**src/rtl/cec_receiver_pkg.sv**
```systemverilog
// Shared HDMI-CEC timing windows (in 50 us ticks) and FSM encoding,
// used by both the CEC receiver and the CEC transmitter.
package cec_defs;

  localparam logic [6:0] START_LOW_MIN    = 7'd70;
  localparam logic [6:0] START_LOW_MAX    = 7'd78;
  localparam logic [6:0] START_PERIOD_MIN = 7'd86;
  localparam logic [6:0] START_PERIOD_MAX = 7'd94;
  localparam logic [6:0] BIT_SAMPLE       = 7'd21;
  localparam logic [6:0] BIT_PERIOD_MIN   = 7'd41;
  localparam logic [6:0] BIT_PERIOD_MAX   = 7'd55;
  localparam logic [6:0] ACK_LEN          = 7'd30;
  localparam logic [6:0] TICK_SAT         = 7'd127;

  localparam logic [3:0] BROADCAST_ADDR   = 4'hF;

  typedef enum logic [2:0] {
    ST_IDLE,
    ST_START_LOW,
    ST_START_HIGH,
    ST_BIT,
    ST_ACK_DRIVE
  } cec_state_t;

  function automatic logic in_window(input logic [6:0] t, input logic [6:0] lo,
                                     input logic [6:0] hi);
    return (t >= lo) && (t <= hi);
  endfunction

endpackage

```
**src/rtl/cec_receiver_if.sv**
```systemverilog
// Byte hand-off from the CEC receiver to the message layer.
// data_valid/data_error are one-cycle strobes with no backpressure: the sink
// must take data_* in the cycle data_valid is high; fields hold until the next byte.
interface cec_receiver_if;
  import cec_defs::*;

  logic [7:0] data_in;
  logic       data_eom;
  logic       data_header;
  logic       data_broadcast;
  logic       data_addressed;
  logic       data_valid;
  logic       data_error;
  cec_state_t rx_state;

  modport master (
    output data_in, data_eom, data_header, data_broadcast, data_addressed,
           data_valid, data_error, rx_state
  );

  modport slave (
    input data_in, data_eom, data_header, data_broadcast, data_addressed,
          data_valid, data_error, rx_state
  );

endinterface

```
**src/rtl/cec_receiver_line_filter.sv**
```systemverilog
// Synchronises the raw CEC line and accepts a level change only after
// FILTER_LEN consecutive equal samples; emits one-cycle fall/rise strobes.
module cec_line_filter #(
  parameter int FILTER_LEN = 4
) (
  input  logic clk,
  input  logic rst,
  input  logic cec_in,
  output logic level,
  output logic fall,
  output logic rise
);

  localparam int CW = $clog2(FILTER_LEN + 1);
  localparam logic [CW-1:0] CNT_LAST = CW'(FILTER_LEN - 1);

  logic          sync_1;
  logic          sync_2;
  logic [CW-1:0] cnt;

  // Idle CEC line is released (high), so the filter starts there.
  always_ff @(posedge clk) begin
    if (rst) begin
      sync_1 <= 1'b1;
      sync_2 <= 1'b1;
      level  <= 1'b1;
      cnt    <= '0;
      fall   <= 1'b0;
      rise   <= 1'b0;
    end else begin
      sync_1 <= cec_in;
      sync_2 <= sync_1;
      fall   <= 1'b0;
      rise   <= 1'b0;
      if (sync_2 == level) begin
        cnt <= '0;
      end else if (cnt == CNT_LAST) begin
        level <= sync_2;
        cnt   <= '0;
        fall  <= ~sync_2;
        rise  <= sync_2;
      end else begin
        cnt <= cnt + 1'b1;
      end
    end
  end

endmodule

```
**src/rtl/cec_receiver.sv**
```systemverilog
// HDMI-CEC receiver: decodes start bit and 10-bit blocks from the filtered
// line, drives the ACK bit low for blocks addressed to us, and reports bytes.
module cec_receiver
  import cec_defs::*;
#(
  parameter int CLK_FREQ   = 27000000,
  parameter int TICK_HZ    = 20000,
  parameter int FILTER_LEN = 4
) (
  input  logic          clk,
  input  logic          rst,
  input  logic          cec_in,
  input  logic [3:0]    my_addr,
  input  logic          tx_busy,
  output logic          cec_send,
  output logic          cec_out,
  cec_receiver_if.master rx
);

  localparam int CLKS_PER_TICK = CLK_FREQ / TICK_HZ;
  localparam int PW = $clog2(CLKS_PER_TICK);
  localparam logic [PW-1:0] PRESC_LAST = PW'(CLKS_PER_TICK - 1);

  logic          level, fall, rise;
  logic [PW-1:0] presc;
  logic          tick;
  logic [6:0]    tcnt;

  cec_state_t    state;
  logic [3:0]    bit_idx;
  logic          sampled;
  logic          header;
  logic          eom;
  logic [7:0]    shreg;
  logic [3:0]    dest_q;
  logic [3:0]    dest_now;
  logic          ack_ok;

  logic [7:0]    d_in;
  logic          d_eom, d_header, d_broadcast, d_addressed, d_valid, d_error;

  cec_line_filter #(.FILTER_LEN(FILTER_LEN)) u_filter (
    .clk    (clk),
    .rst    (rst),
    .cec_in (cec_in),
    .level  (level),
    .fall   (fall),
    .rise   (rise)
  );

  always_ff @(posedge clk) begin
    if (rst) begin
      presc <= '0;
      tick  <= 1'b0;
      tcnt  <= '0;
    end else begin
      tick <= 1'b0;
      if (presc == PRESC_LAST) begin
        presc <= '0;
        tick  <= 1'b1;
      end else begin
        presc <= presc + 1'b1;
      end
      if (fall)
        tcnt <= '0;
      else if (tick && tcnt != TICK_SAT)
        tcnt <= tcnt + 1'b1;
    end
  end

  // While the header is in flight the destination comes straight from the shifter.
  assign dest_now = header ? shreg[3:0] : dest_q;
  assign ack_ok   = (dest_now == my_addr) && (dest_now != BROADCAST_ADDR) && !tx_busy;

  always_ff @(posedge clk) begin
    if (rst) begin
      state       <= ST_IDLE;
      bit_idx     <= '0;
      sampled     <= 1'b0;
      header      <= 1'b0;
      eom         <= 1'b0;
      shreg       <= '0;
      dest_q      <= '0;
      cec_send    <= 1'b0;
      d_in        <= '0;
      d_eom       <= 1'b0;
      d_header    <= 1'b0;
      d_broadcast <= 1'b0;
      d_addressed <= 1'b0;
      d_valid     <= 1'b0;
      d_error     <= 1'b0;
    end else begin
      d_valid <= 1'b0;
      d_error <= 1'b0;
      case (state)
        ST_IDLE: if (fall) state <= ST_START_LOW;
        ST_START_LOW: begin
          if (rise) begin
            if (in_window(tcnt, START_LOW_MIN, START_LOW_MAX)) begin
              state <= ST_START_HIGH;
            end else begin
              d_error <= 1'b1;
              state   <= ST_IDLE;
            end
          end else if (tcnt > START_LOW_MAX) begin
            d_error <= 1'b1;
            state   <= ST_IDLE;
          end
        end
        ST_START_HIGH: begin
          if (fall) begin
            if (in_window(tcnt, START_PERIOD_MIN, START_PERIOD_MAX)) begin
              state   <= ST_BIT;
              bit_idx <= '0;
              header  <= 1'b1;
              sampled <= 1'b0;
            end else begin
              d_error <= 1'b1;
              state   <= ST_IDLE;
            end
          end else if (tcnt > START_PERIOD_MAX) begin
            d_error <= 1'b1;
            state   <= ST_IDLE;
          end
        end
        ST_BIT, ST_ACK_DRIVE: begin
          if (!sampled && tcnt == BIT_SAMPLE) begin
            sampled <= 1'b1;
            if (bit_idx < 4'd8) begin
              shreg <= {shreg[6:0], level};
            end else if (bit_idx == 4'd8) begin
              eom <= level;
            end else begin
              d_valid     <= 1'b1;
              d_in        <= shreg;
              d_eom       <= eom;
              d_header    <= header;
              d_broadcast <= (dest_now == BROADCAST_ADDR);
              d_addressed <= (dest_now == my_addr);
              if (header) dest_q <= shreg[3:0];
              header <= 1'b0;
              if (eom && state == ST_BIT) state <= ST_IDLE;
            end
          end
          // Keep holding the line through the ACK sample; release at ACK_LEN.
          if (state == ST_ACK_DRIVE) begin
            if (tcnt == ACK_LEN) begin
              cec_send <= 1'b0;
              state    <= eom ? ST_IDLE : ST_BIT;
            end
          end else if (fall) begin
            if (tcnt < BIT_PERIOD_MIN) begin
              d_error <= 1'b1;
              state   <= ST_IDLE;
            end else begin
              sampled <= 1'b0;
              bit_idx <= (bit_idx == 4'd9) ? 4'd0 : bit_idx + 4'd1;
              if (bit_idx == 4'd8 && ack_ok) begin
                cec_send <= 1'b1;
                state    <= ST_ACK_DRIVE;
              end
            end
          end else if (tcnt > BIT_PERIOD_MAX) begin
            d_error <= 1'b1;
            state   <= ST_IDLE;
          end
        end
        default: state <= ST_IDLE;
      endcase
    end
  end

  assign cec_out           = 1'b0;
  assign rx.data_in        = d_in;
  assign rx.data_eom       = d_eom;
  assign rx.data_header    = d_header;
  assign rx.data_broadcast = d_broadcast;
  assign rx.data_addressed = d_addressed;
  assign rx.data_valid     = d_valid;
  assign rx.data_error     = d_error;
  assign rx.rx_state       = state;

endmodule

```
**src/flat_wrapper.sv**
```systemverilog
// flat-port wrapper written by rule: the top's interface ports become plain ports
module cec_receiver_flat import cec_defs::*;
#(
  parameter int CLK_FREQ   = 27000000,
  parameter int TICK_HZ    = 20000,
  parameter int FILTER_LEN = 4
)
  (clk, rst, cec_in, my_addr, tx_busy, cec_send, cec_out, rx_data_in, rx_data_eom, rx_data_header, rx_data_broadcast, rx_data_addressed, rx_data_valid, rx_data_error, rx_rx_state);
  cec_receiver_if rx_i ();
  input  logic clk;
  input  logic rst;
  input  logic cec_in;
  input  logic [3:0] my_addr;
  input  logic tx_busy;
  output logic cec_send;
  output logic cec_out;
  output wire logic [$bits(rx_i.data_in)-1:0] rx_data_in;
  output wire logic [$bits(rx_i.data_eom)-1:0] rx_data_eom;
  output wire logic [$bits(rx_i.data_header)-1:0] rx_data_header;
  output wire logic [$bits(rx_i.data_broadcast)-1:0] rx_data_broadcast;
  output wire logic [$bits(rx_i.data_addressed)-1:0] rx_data_addressed;
  output wire logic [$bits(rx_i.data_valid)-1:0] rx_data_valid;
  output wire logic [$bits(rx_i.data_error)-1:0] rx_data_error;
  output wire logic [$bits(rx_i.rx_state)-1:0] rx_rx_state;
  assign rx_data_in = rx_i.data_in;
  assign rx_data_eom = rx_i.data_eom;
  assign rx_data_header = rx_i.data_header;
  assign rx_data_broadcast = rx_i.data_broadcast;
  assign rx_data_addressed = rx_i.data_addressed;
  assign rx_data_valid = rx_i.data_valid;
  assign rx_data_error = rx_i.data_error;
  assign rx_rx_state = rx_i.rx_state;
  cec_receiver #(.CLK_FREQ(CLK_FREQ), .TICK_HZ(TICK_HZ), .FILTER_LEN(FILTER_LEN)) u_core (.clk(clk), .rst(rst), .cec_in(cec_in), .my_addr(my_addr), .tx_busy(tx_busy), .cec_send(cec_send), .cec_out(cec_out), .rx(rx_i));
endmodule
```
**config.mk**
```make
export PLATFORM = sky130hd
export DESIGN_NAME = cec_receiver_flat
export DESIGN_NICKNAME = d
export VERILOG_FILES = /design/src/rtl/cec_receiver_pkg.sv /design/src/rtl/cec_receiver_if.sv /design/src/rtl/cec_receiver_line_filter.sv /design/src/rtl/cec_receiver.sv /design/src/flat_wrapper.sv
export SDC_FILE = /design/constraint.sdc
export NUM_CORES = 1
export LEC_CHECK = 0
export ABC_AREA = 1
export CORE_ASPECT_RATIO = 1.1
export CORE_MARGIN = 3
export CORE_UTILIZATION = 40
export DETAILED_ROUTE_END_ITERATION = 8
export PLACE_DENSITY_LB_ADDON = 0.15
export RECOVER_POWER = 50
export SLEW_MARGIN = 10
export SYNTH_ARGS = -nofsm -noshare
export SYNTH_HDL_FRONTEND = slang
export SYNTH_SLANG_ARGS = --single-unit
export TNS_END_PERCENT = 1
```
**constraint.sdc**
```tcl
create_clock -name clk -period 2.6 [get_ports clk]
set_input_delay 0.26 -clock clk [delete_from_list [all_inputs] [get_ports clk]]
set_output_delay 0.26 -clock clk [all_outputs]
set_load 0.05 [all_outputs]
```
After elaboration in Yosys (flattened, before gate mapping) --
Index checks and enable logic that the tools add are counted.
Storage, ports and cells: bits in registers 64, input bits 8, logic and storage cells 159
Cells by class: $add $sub $neg 4, order comparisons 9, eq/ne operators 28, multiplexer cells 58, bitwise gates (word level) 7, reductions and logical operators 29
Operator list (count):
- two-way mux 3 bit | 15
- two-way mux 1 bit | 28
- two-way mux 4 bit | 7
- != test 2 bit (second input constant) | 8
- == test 7 x 5 -> 1 bit (second input constant) | 2
- >= comparator 7 bit (second input constant) | 2
- > comparator 7 bit (second input constant) | 2
- less-or-equal comparator 7 bit (second input constant) | 2
- == test 4 bit (second input constant) | 3
- case mux 3 bit (4 select lines) | 1
- AND reduction 6 bit | 2
- adder 11 x 1 -> 11 bit (second input constant) | 1
- == test 11 bit (second input constant) | 1
- == test 3 x 2 -> 1 bit (second input constant) | 3
- AND reduction 3 bit | 3
- logical AND 1 bit | 8
- case mux 4 bit (2 select lines) | 1
- AND reduction 4 bit | 2
- adder 7 x 1 -> 7 bit (second input constant) | 1
- > comparator 7 x 6 -> 1 bit (second input constant) | 1
- < comparator 7 x 6 -> 1 bit (second input constant) | 1
- != test 7 bit (second input constant) | 1
- inverter 1 bit | 7
- two-way mux 2 bit | 3
- other kinds (20) | 30

Logic depth before layout (Yosys ltp) --
Gate-level depths: netlist of the first run.
word-level depth 11, mapped depth 13, depth with buffers taken out 13

Modules after synthesis --
Synthesis of the first run repeated with hierarchy kept, for this count alone.
Second synthesis, totals: cells, all modules 420, area total of the unflattened synthesis 3020.4 um2
Modules (own cells, without submodules):
- cec_receiver | instances 1, cells an instance 391, area an instance 2742.6 um2, sequential area each 1121.1 um2
- cec_line_filter | instances 1, cells an instance 29, area an instance 277.8 um2, sequential area each 160.2 um2

Least setup slack after synthesis of the first run --
OpenSTA, ideal clock, no wires.
path type register to register, from register u_core.state[1], in the netlist u_core.rx.rx_state[1], to register u_core.d_in[4], in the netlist u_core.rx.data_in[4], arrival time 1.747 ns, required time 2.486 ns, setup slack 0.739 ns, cell stages (with the launch flop) 12, path through dfxtp_1 -> inv_1 -> nand2_1 -> nor2_4 -> nor2_8 -> clkinv_2 -> nand4_4 -> nor2_4 -> buf_6 -> buf_12 -> o21ai_1 -> nor2_1
Between the ends: cells in the longest elaborated chain, start to end 3
RTL lines:
- start, declared | line cec_receiver.sv:29 | cec_state_t state;
- start signal, assigned | line cec_receiver.sv:149 | state <= eom ? ST_IDLE : ST_BIT;
- == test 3 bit / == test 3 x 2 -> 1 bit (equally long branches) | line cec_receiver.sv:95 | case (state)
- OR reduction 2 bit * | line cec_receiver.sv:95
- AND reduction 4 bit (no line) *
- end signal, assigned | line cec_receiver.sv:135 | d_in <= shreg;
- end, declared | line cec_receiver.sv:39 | logic [7:0] d_in;
Mark *: on every way between the ends. The rest lies on a longest branch, timed or not. A chain may end at the register's enable or synchronous reset.

Worst setup path after layout of the first run --
from input port rst, to register u_core.presc[7]
Between the ends: cells in the longest elaborated chain, start to end 1
RTL lines:
- start, declared | line flat_wrapper.sv:11 | input logic rst;
- OR reduction 2 bit (no line)
- end signal, assigned | line cec_receiver.sv:62 | presc <= presc + 1'b1;
- end, declared | line cec_receiver.sv:25 | logic [PW-1:0] presc;
No other way between the ends.

==> impl_metrics.json, run 1 <==
{
  "outcome": "finished clean",
  "rsz0062_at_grt": "false",
  "peakVddDrop_v": 0.000375,
  "die_height_um": 98.2,
  "vias_per_cell": 4.88,
  "max_freq_mhz": 497,
  "clk_pin_slew_ns": 0.07,
  "gp_congestion": 0.864,
  "path_buf_inv": 4,
  "p_clk_frac": 0.412,
  "crit_cells": 6,
  "fin_nets": 470,
  "endpoint": "u_core.presc[7]$_SDFF_PP0_",
  "grt_pass1_wl_mm": 11.5,
  "route.detailed.drc": 0,
  "maxSlewViolCount": 0,
  "die_x_um": 89.8,
  "grt_start_max_net_pins": 31,
  "syn_to_final_growth_pct": 16.3,
  "syn_area_per_cell_um2": 7.28,
  "drive_above_1_share": 0.104,
  "yosysWarnings": 0,
  "slew_headroom": 0.441,
  "skew_ns": 0.0103,
  "ys_seq_area_frac": 0.415,
  "cts.sinks": 64,
  "grt_util_all_layers": 0.156,
  "drt-initial-drc-count": 126,
  "synth_common_cells": "nor2_1, nand2_1, dfxtp_1",
  "fin_setup_tns_ns": 0,
  "ys_ff_latch": 64,
  "dp_hpwl_mm": 4.74,
  "rr_startpoint": "u_core.tcnt[0]$_SDFFE_PP0P_",
  "routed_wirelength_mm": 6.38,
  "worstSetupEndpointType": "register",
  "final_cells": 562,
  "synthCells": 424,
  "dr.pass1.iters": 4,
  "worstSetupPathType": "primary input to register",
  "cts_hold_buf": 0,
  "start_kind": "primary input",
  "maxCapViolations": 0,
  "final.period_utilization": 0.774,
  "synth.net_count": 439,
  "fp.coreArea_mm2": 0.00725,
  "cts.path.max_buffers": 2,
  "p_leak_nw": 1.53,
  "vias": 2741,
  "synthFlopType": "dfxtp_1",
  "hold_viol": 0,
  "fillers": 739,
  "yosys.area.top_type_share": 0.415,
  "required_ns": 2.82,
  "p_sw_frac": 0.248,
  "yosys-top-cells-area": "dfxtp_1, nor2_1, nand2_1",
  "startpoint": "rst",
  "worstPathCellList": "dlygate4sd3_1 > clkbuf_1 > inv_1 > clkbuf_2 > o211ai_1 > a21oi_1",
  "r2r_slack_ns": 0.71,
  "antenna_found_initial": 0,
  "die_area_mm2": 0.00881,
  "hp-class": "register to register",
  "rows": 32,
  "worst_pin_slew_ns": 0.839,
  "io_pins": 27,
  "grt_overflow": 0,
  "crit_path_top_delay_cell": "clkbuf_1",
  "antenna_cells": 0,
  "fin_util": 0.496,
  "p_switching_w": 0.000450,
  "finalCriticalPeriod_ns": 2.01,
  "synth_cell_types": 46,
  "async_reset_ff_frac": 0,
  "power_density_mw_per_mm2": 506,
  "first_global_vias": 2616,
  "synth_edf_count": 0,
  "wl_per_cell_um": 11.4,
  "htree_levels": 3,
  "yosysTopAreaCell": "dfxtp_1",
  "seqPwrFrac": 0.547,
  "p_comb_frac": 0.041,
  "crit_arrival_ns": 2.24,
  "insertion_delay_ns": 0.34,
  "synth.most_common_cell": "nor2_1",
  "setup_viol": 0,
  "ant_nets": 0,
  "dp_cells": 546,
  "cts_setup_buffers": 0,
  "cts_made_buffers": 9,
  "initial_core_util": 0.426,
  "io_buffers": 25,
  "r2r_end": "u_core.bit_idx[0]$_SDFFE_PP0P_",
  "syn-cell-area_mm2": 0.00309,
  "cts_root_buf": "clkbuf_8",
  "intPower_w": 0.00137,
  "slowest_delay_ns": 0.63,
  "cts_tree": "built",
  "critical_path.top_delay_family": "buffers and inverters",
  "rr_worst_depth": 11,
  "cp_max_fo": 30,
  "cts_resized": 0
}
## area by class of cell
class,count,area (µm²),area share
Multi-Input combinational cell,305,1570,0.436
Sequential cell,64,1280,0.357
Timing Repair Buffer,28,267,0.0742
Inverter,47,179,0.0498
Clock buffer,10,128,0.0355
Tap cell,102,128,0.0355
Clock inverter,6,45.0,0.0125
## sequential cells by signal, summed over array words and instances, names as in the netlist, 3 cells and up
name and cells:
u_core.dest_q 4, u_core.shreg 8, u_core.rx.data_in 8, u_core.tcnt 7
u_core.bit_idx 4, u_core.presc 11, u_core.rx.rx_state 3, u_core.u_filter.cnt 3
## worst min path at each step
stage                                                    to                              start  slack, ns  cells past startpoint
after global placement    u_core.u_filter.sync_2$_SDFF_PP1_  u_core.u_filter.sync_1$_SDFF_PP1_       0.40                      1
after detailed placement  u_core.u_filter.sync_2$_SDFF_PP1_  u_core.u_filter.sync_1$_SDFF_PP1_       0.40                      1
after CTS                 u_core.u_filter.sync_2$_SDFF_PP1_  u_core.u_filter.sync_1$_SDFF_PP1_       0.42                      1
final                     u_core.u_filter.sync_2$_SDFF_PP1_  u_core.u_filter.sync_1$_SDFF_PP1_       0.42                      1
after floorplan             u_core.u_filter.fall$_SDFF_PP0_                                rst       0.34                      1
after global routing      u_core.u_filter.cnt[0]$_SDFF_PP0_  u_core.u_filter.cnt[0]$_SDFF_PP0_       0.44                      1
## per-stage QoR
stage | hold slack (ns) | cell area (µm²) | total power, W | setup WS (ns)
after floorplan | 0.337 | 3090 | 0.00107 | 0.739
after global placement | 0.397 | 3430 | 0.00109 | 0.753
after detailed placement | 0.403 | 3430 | 0.00109 | 0.758
after CTS | 0.419 | 3600 | 0.00185 | 0.652
after global routing | 0.435 | 3590 | 0.00189 | 0.414
final | 0.415 | 3590 | 0.00182 | 0.588
## cells in the final DEF, fill, tap and decap left out, drive strengths merged
| master | synthesis | routed |
|---|---|---|
| dlygate4sd3 | 0 | 16 |
| xor2 | 1 | 1 |
| and3 | 1 | 1 |
| or2 | 4 | 4 |
| o22ai | 1 | 1 |
| o211ai | 3 | 3 |
| nand3 | 25 | 25 |
| nor2 | 85 | 85 |
| nor4 | 4 | 4 |
| clkdlybuf4s50 | 0 | 9 |
| o311ai | 1 | 1 |
| a21oi | 25 | 25 |
| conb | 1 | 1 |
| nor4b | 1 | 1 |
| o21bai | 1 | 1 |
| clkbuf | 3 | 12 |
| o211a | 1 | 1 |
| dfxtp | 64 | 64 |
| nor3 | 9 | 9 |
| buf | 5 | 1 |
| nand2 | 81 | 81 |
| a41oi | 1 | 1 |
| a211oi | 1 | 1 |
| inv | 45 | 46 |
| nand3b | 1 | 1 |
| nor3b | 2 | 2 |
| a31oi | 1 | 1 |
| xnor2 | 2 | 2 |
| a21boi | 1 | 1 |
| nand4 | 8 | 8 |
| o21ai | 36 | 36 |
| ha | 7 | 7 |
| o21a | 1 | 1 |
| clkinv | 2 | 7 |
## kinds of logic (layout without fill, tap and decap cells)
| logic type | after synthesis | in the layout | synth area share |
|---|---|---|---|
| compound gates | 73 | 73 | 0.132 |
| xor+xnor | 3 | 3 | 0.00851 |
| fa+ha+maj | 7 | 7 | 0.0284 |
| buf+inv | 55 | 91 | 0.0782 |
| flops | 64 | 64 | 0.415 |
| other cells | 1 | 1 | 0.00121 |
| simple gates | 221 | 221 | 0.337 |
## per-layer routing
layer  track usage  vias to the layer above  share of wire
met5             0                        -              0
li1              -                     1451              -
met1         0.202                     1252           0.49
met4        0.0460                        0          0.012
met3        0.0470                        9          0.037
met2         0.253                       29           0.46
## power groups by stage
stage               clock network, W  registers (W)   logic, W
finish                      0.000749       0.000994  0.0000739
CTS                         0.000777       0.000994  0.0000760
global route                0.000808       0.000995  0.0000840
global placement                   0        0.00102  0.0000756
detailed placement                 0        0.00102  0.0000759
floorplan                          0        0.00102  0.0000448
Power figures use the tool's default switching activity.
==> run 2, diff against run 1 <==
==> constraint.sdc (replaced) <==
create_clock -name clk -period 1.8 [get_ports clk]
set_input_delay 0.18 -clock clk [delete_from_list [all_inputs] [get_ports clk]]
set_output_delay 0.18 -clock clk [all_outputs]
set_load 0.05 [all_outputs]
==> impl_metrics.json, run 2 (same netlist as run 1, synthesis figures left out) <==
{
  "outcome": "finished clean",
  "worst_pin_slew_ns": 0.505,
  "die_x_um": 89.8,
  "p_clk_frac": 0.458,
  "clk_pin_slew_ns": 0.07,
  "hold_viol": 0,
  "cts_hold_buf": 0,
  "rsz0062_at_grt": "true",
  "preCtsSetupSlack_ns": 0.0416,
  "grt_util_all_layers": 0.153,
  "slowest_delay_ns": 0.82,
  "p_leak_nw": 1.60,
  "hold_depth": 1,
  "crit_arrival_ns": 1.55,
  "p_sw_frac": 0.221,
  "design_area_mm2": 0.00374,
  "drt-initial-drc-count": 137,
  "dr.pass1.iters": 4,
  "setup_ws_ns": 0.0715,
  "rr_startpoint": "u_core.rx.rx_state[1]$_SDFFE_PP0P_",
  "grt_pass1_wl_mm": 11.2,
  "wl_per_cell_um": 11.3,
  "worstSetupPathType": "register to output pin",
  "maxCapViolations": 0,
  "peakVddDrop_v": 0.000480,
  "crit_path_top_delay_cell": "clkdlybuf4s50_1",
  "max_freq_mhz": 579,
  "placed_area_mm2": 0.00347,
  "die_area_mm2": 0.00881,
  "io_buffers": 25,
  "mostFrequentLayoutCells": "nor2_1, nand2_1, dfxtp_1, inv_1, o21ai_0",
  "cts_made_buffers": 9,
  "top_register": "u_core.presc",
  "rr_worst_depth": 10,
  "p_switching_w": 0.000630,
  "finalCriticalPeriod_ns": 1.73,
  "min_to": "u_core.u_filter.sync_2$_SDFF_PP1_",
  "min_from": "u_core.u_filter.sync_1$_SDFF_PP1_",
  "path_buf_inv": 1,
  "maxSlewViolCount": 0,
  "largest_reg_flops": 11,
  "required_ns": 1.62,
  "rows": 32,
  "whs_ns": 0.408,
  "htree_levels": 3,
  "drive_above_1_share": 0.145,
  "route.detailed.drc": 0,
  "cts_root_buf": "clkbuf_8",
  "grt_start_max_net_pins": 31,
  "antenna_cells": 0,
  "cts_tree": "built",
  "vias": 2756,
  "fin_setup_tns_ns": 0,
  "slew_headroom": 0.662,
  "fin_nets": 478,
  "start_kind": "register",
  "initial_core_util": 0.426,
  "cts.sinks": 64,
  "worstSetupEndpointType": "output pin",
  "fillers": 718,
  "grt_overflow": 0,
  "ant_nets": 0,
  "insertion_delay_ns": 0.33,
  "antenna_found_initial": 0,
  "cp_max_fo": 6,
  "dp_hpwl_mm": 4.74,
  "routed_wirelength_mm": 6.44,
  "r2r_end": "u_core.header$_SDFFE_PP0P_",
  "seqPwrFrac": 0.503,
  "cts.path.max_buffers": 2,
  "vias_per_cell": 4.84,
  "power_density_mw_per_mm2": 764,
  "intPower_w": 0.00222,
  "final.period_utilization": 0.960,
  "critical_path.top_delay_family": "buffers and inverters",
  "final_common_cell": "nor2_1",
  "gp_congestion": 0.893,
  "hp-class": "register to register",
  "first_global_vias": 2531,
  "r2r_slack_ns": 0.07,
  "syn_to_final_growth_pct": 21.0,
  "die_height_um": 98.2,
  "io_pins": 27,
  "skew_ns": 0.0106,
  "fp.coreArea_mm2": 0.00725,
  "setup_viol": 0,
  "worstPathCellList": "clkdlybuf4s50_1",
  "p_comb_frac": 0.038
}
## run 2: cell count changes in the layout (fill, tap and decap cells not counted), moves of 2 or more
| cell | delta |
|---|---|
| dlygate4sd3_1 | -4 |
| clkdlybuf4s50_1 | +4 |
| clkinv_4 | -2 |
| clkbuf_1 | -2 |
| dfxtp_2 | +7 |
| nor4_1 | -2 |
| dfxtp_1 | -7 |
| buf_4 | +10 |
| clkbuf_8 | +3 |
## run 2: area by class of cell
cell class,instances,area (µm²),area share
clock buffers,12,165,0.0442
clock inverters,4,51.3,0.0137
inverters,47,179,0.0479
multi-input cells,305,1590,0.426
flip-flops and latches,64,1290,0.345
well taps,102,128,0.0341
repair buffers,36,333,0.0891
## run 2: metrics by stage
| stage | std cells | power [W] | util |
|---|---|---|---|
| floorplan | 424 | 0.00154 | - |
| CTS | 567 | 0.00289 | 0.508 |
| global placement | 551 | 0.00158 | 0.478 |
| global route | 570 | 0.00297 | 0.516 |
| detailed placement | 551 | 0.00158 | 0.478 |
| finish | 570 | 0.00285 | 0.516 |
## run 2: timing repair
| action | CTS | global route |
|---|---|---|
| gates resized for setup | 0 | 11 |
| buffers inserted | 0 | 3 |
| setup endpoints to repair | 0 | 28 |
## run 2: worst max-delay path by stage
stage | slack (ns) | cells past startpoint | from | to
3_5_place_dp | 0.04 | 9 | u_core.tcnt[1]$_SDFFE_PP0P_ | u_core.shreg[2]$_SDFFE_PP0P_
5_1_grt | -0.09 | 10 | u_core.rx.rx_state[1]$_SDFFE_PP0P_ | u_core.header$_SDFFE_PP0P_
2_1_floorplan | 0.15 | 11 | u_core.rx.rx_state[1]$_SDFFE_PP0P_ | u_core.rx.data_in[4]$_SDFFE_PP0P_
3_3_place_gp | 0.04 | 10 | u_core.rx.rx_state[1]$_SDFFE_PP0P_ | u_core.header$_SDFFE_PP0P_
4_1_cts | 0.03 | 9 | u_core.tcnt[1]$_SDFFE_PP0P_ | u_core.shreg[7]$_SDFFE_PP0P_
6_report | 0.07 | 1 | u_core.rx.rx_state[2]$_SDFFE_PP0P_ | rx_rx_state[2]
## run 2: power by group through the flow
stage / sequential (W) / clock, W / combinational (W)
3_3_place_gp: 0.00147 / 0 / 0.000108
4_1_cts: 0.00144 / 0.00134 / 0.000109
6_report: 0.00144 / 0.00131 / 0.000109
3_5_place_dp: 0.00147 / 0 / 0.000108
2_1_floorplan: 0.00148 / 0 / 0.0000647
5_1_grt: 0.00144 / 0.00141 / 0.000124
## run 2: layer usage
layer / part of all wire / up-vias / track usage / wire length [µm]
met3: 0.037 / 6 / 0.0362 / 239
met2: 0.44 / 46 / 0.234 / 2860
met1: 0.51 / 1240 / 0.213 / 3290
met4: 0.0095 / 0 / 0.0507 / 61
met5: 0 / - / 0 / 0
li1: - / 1464 / - / -
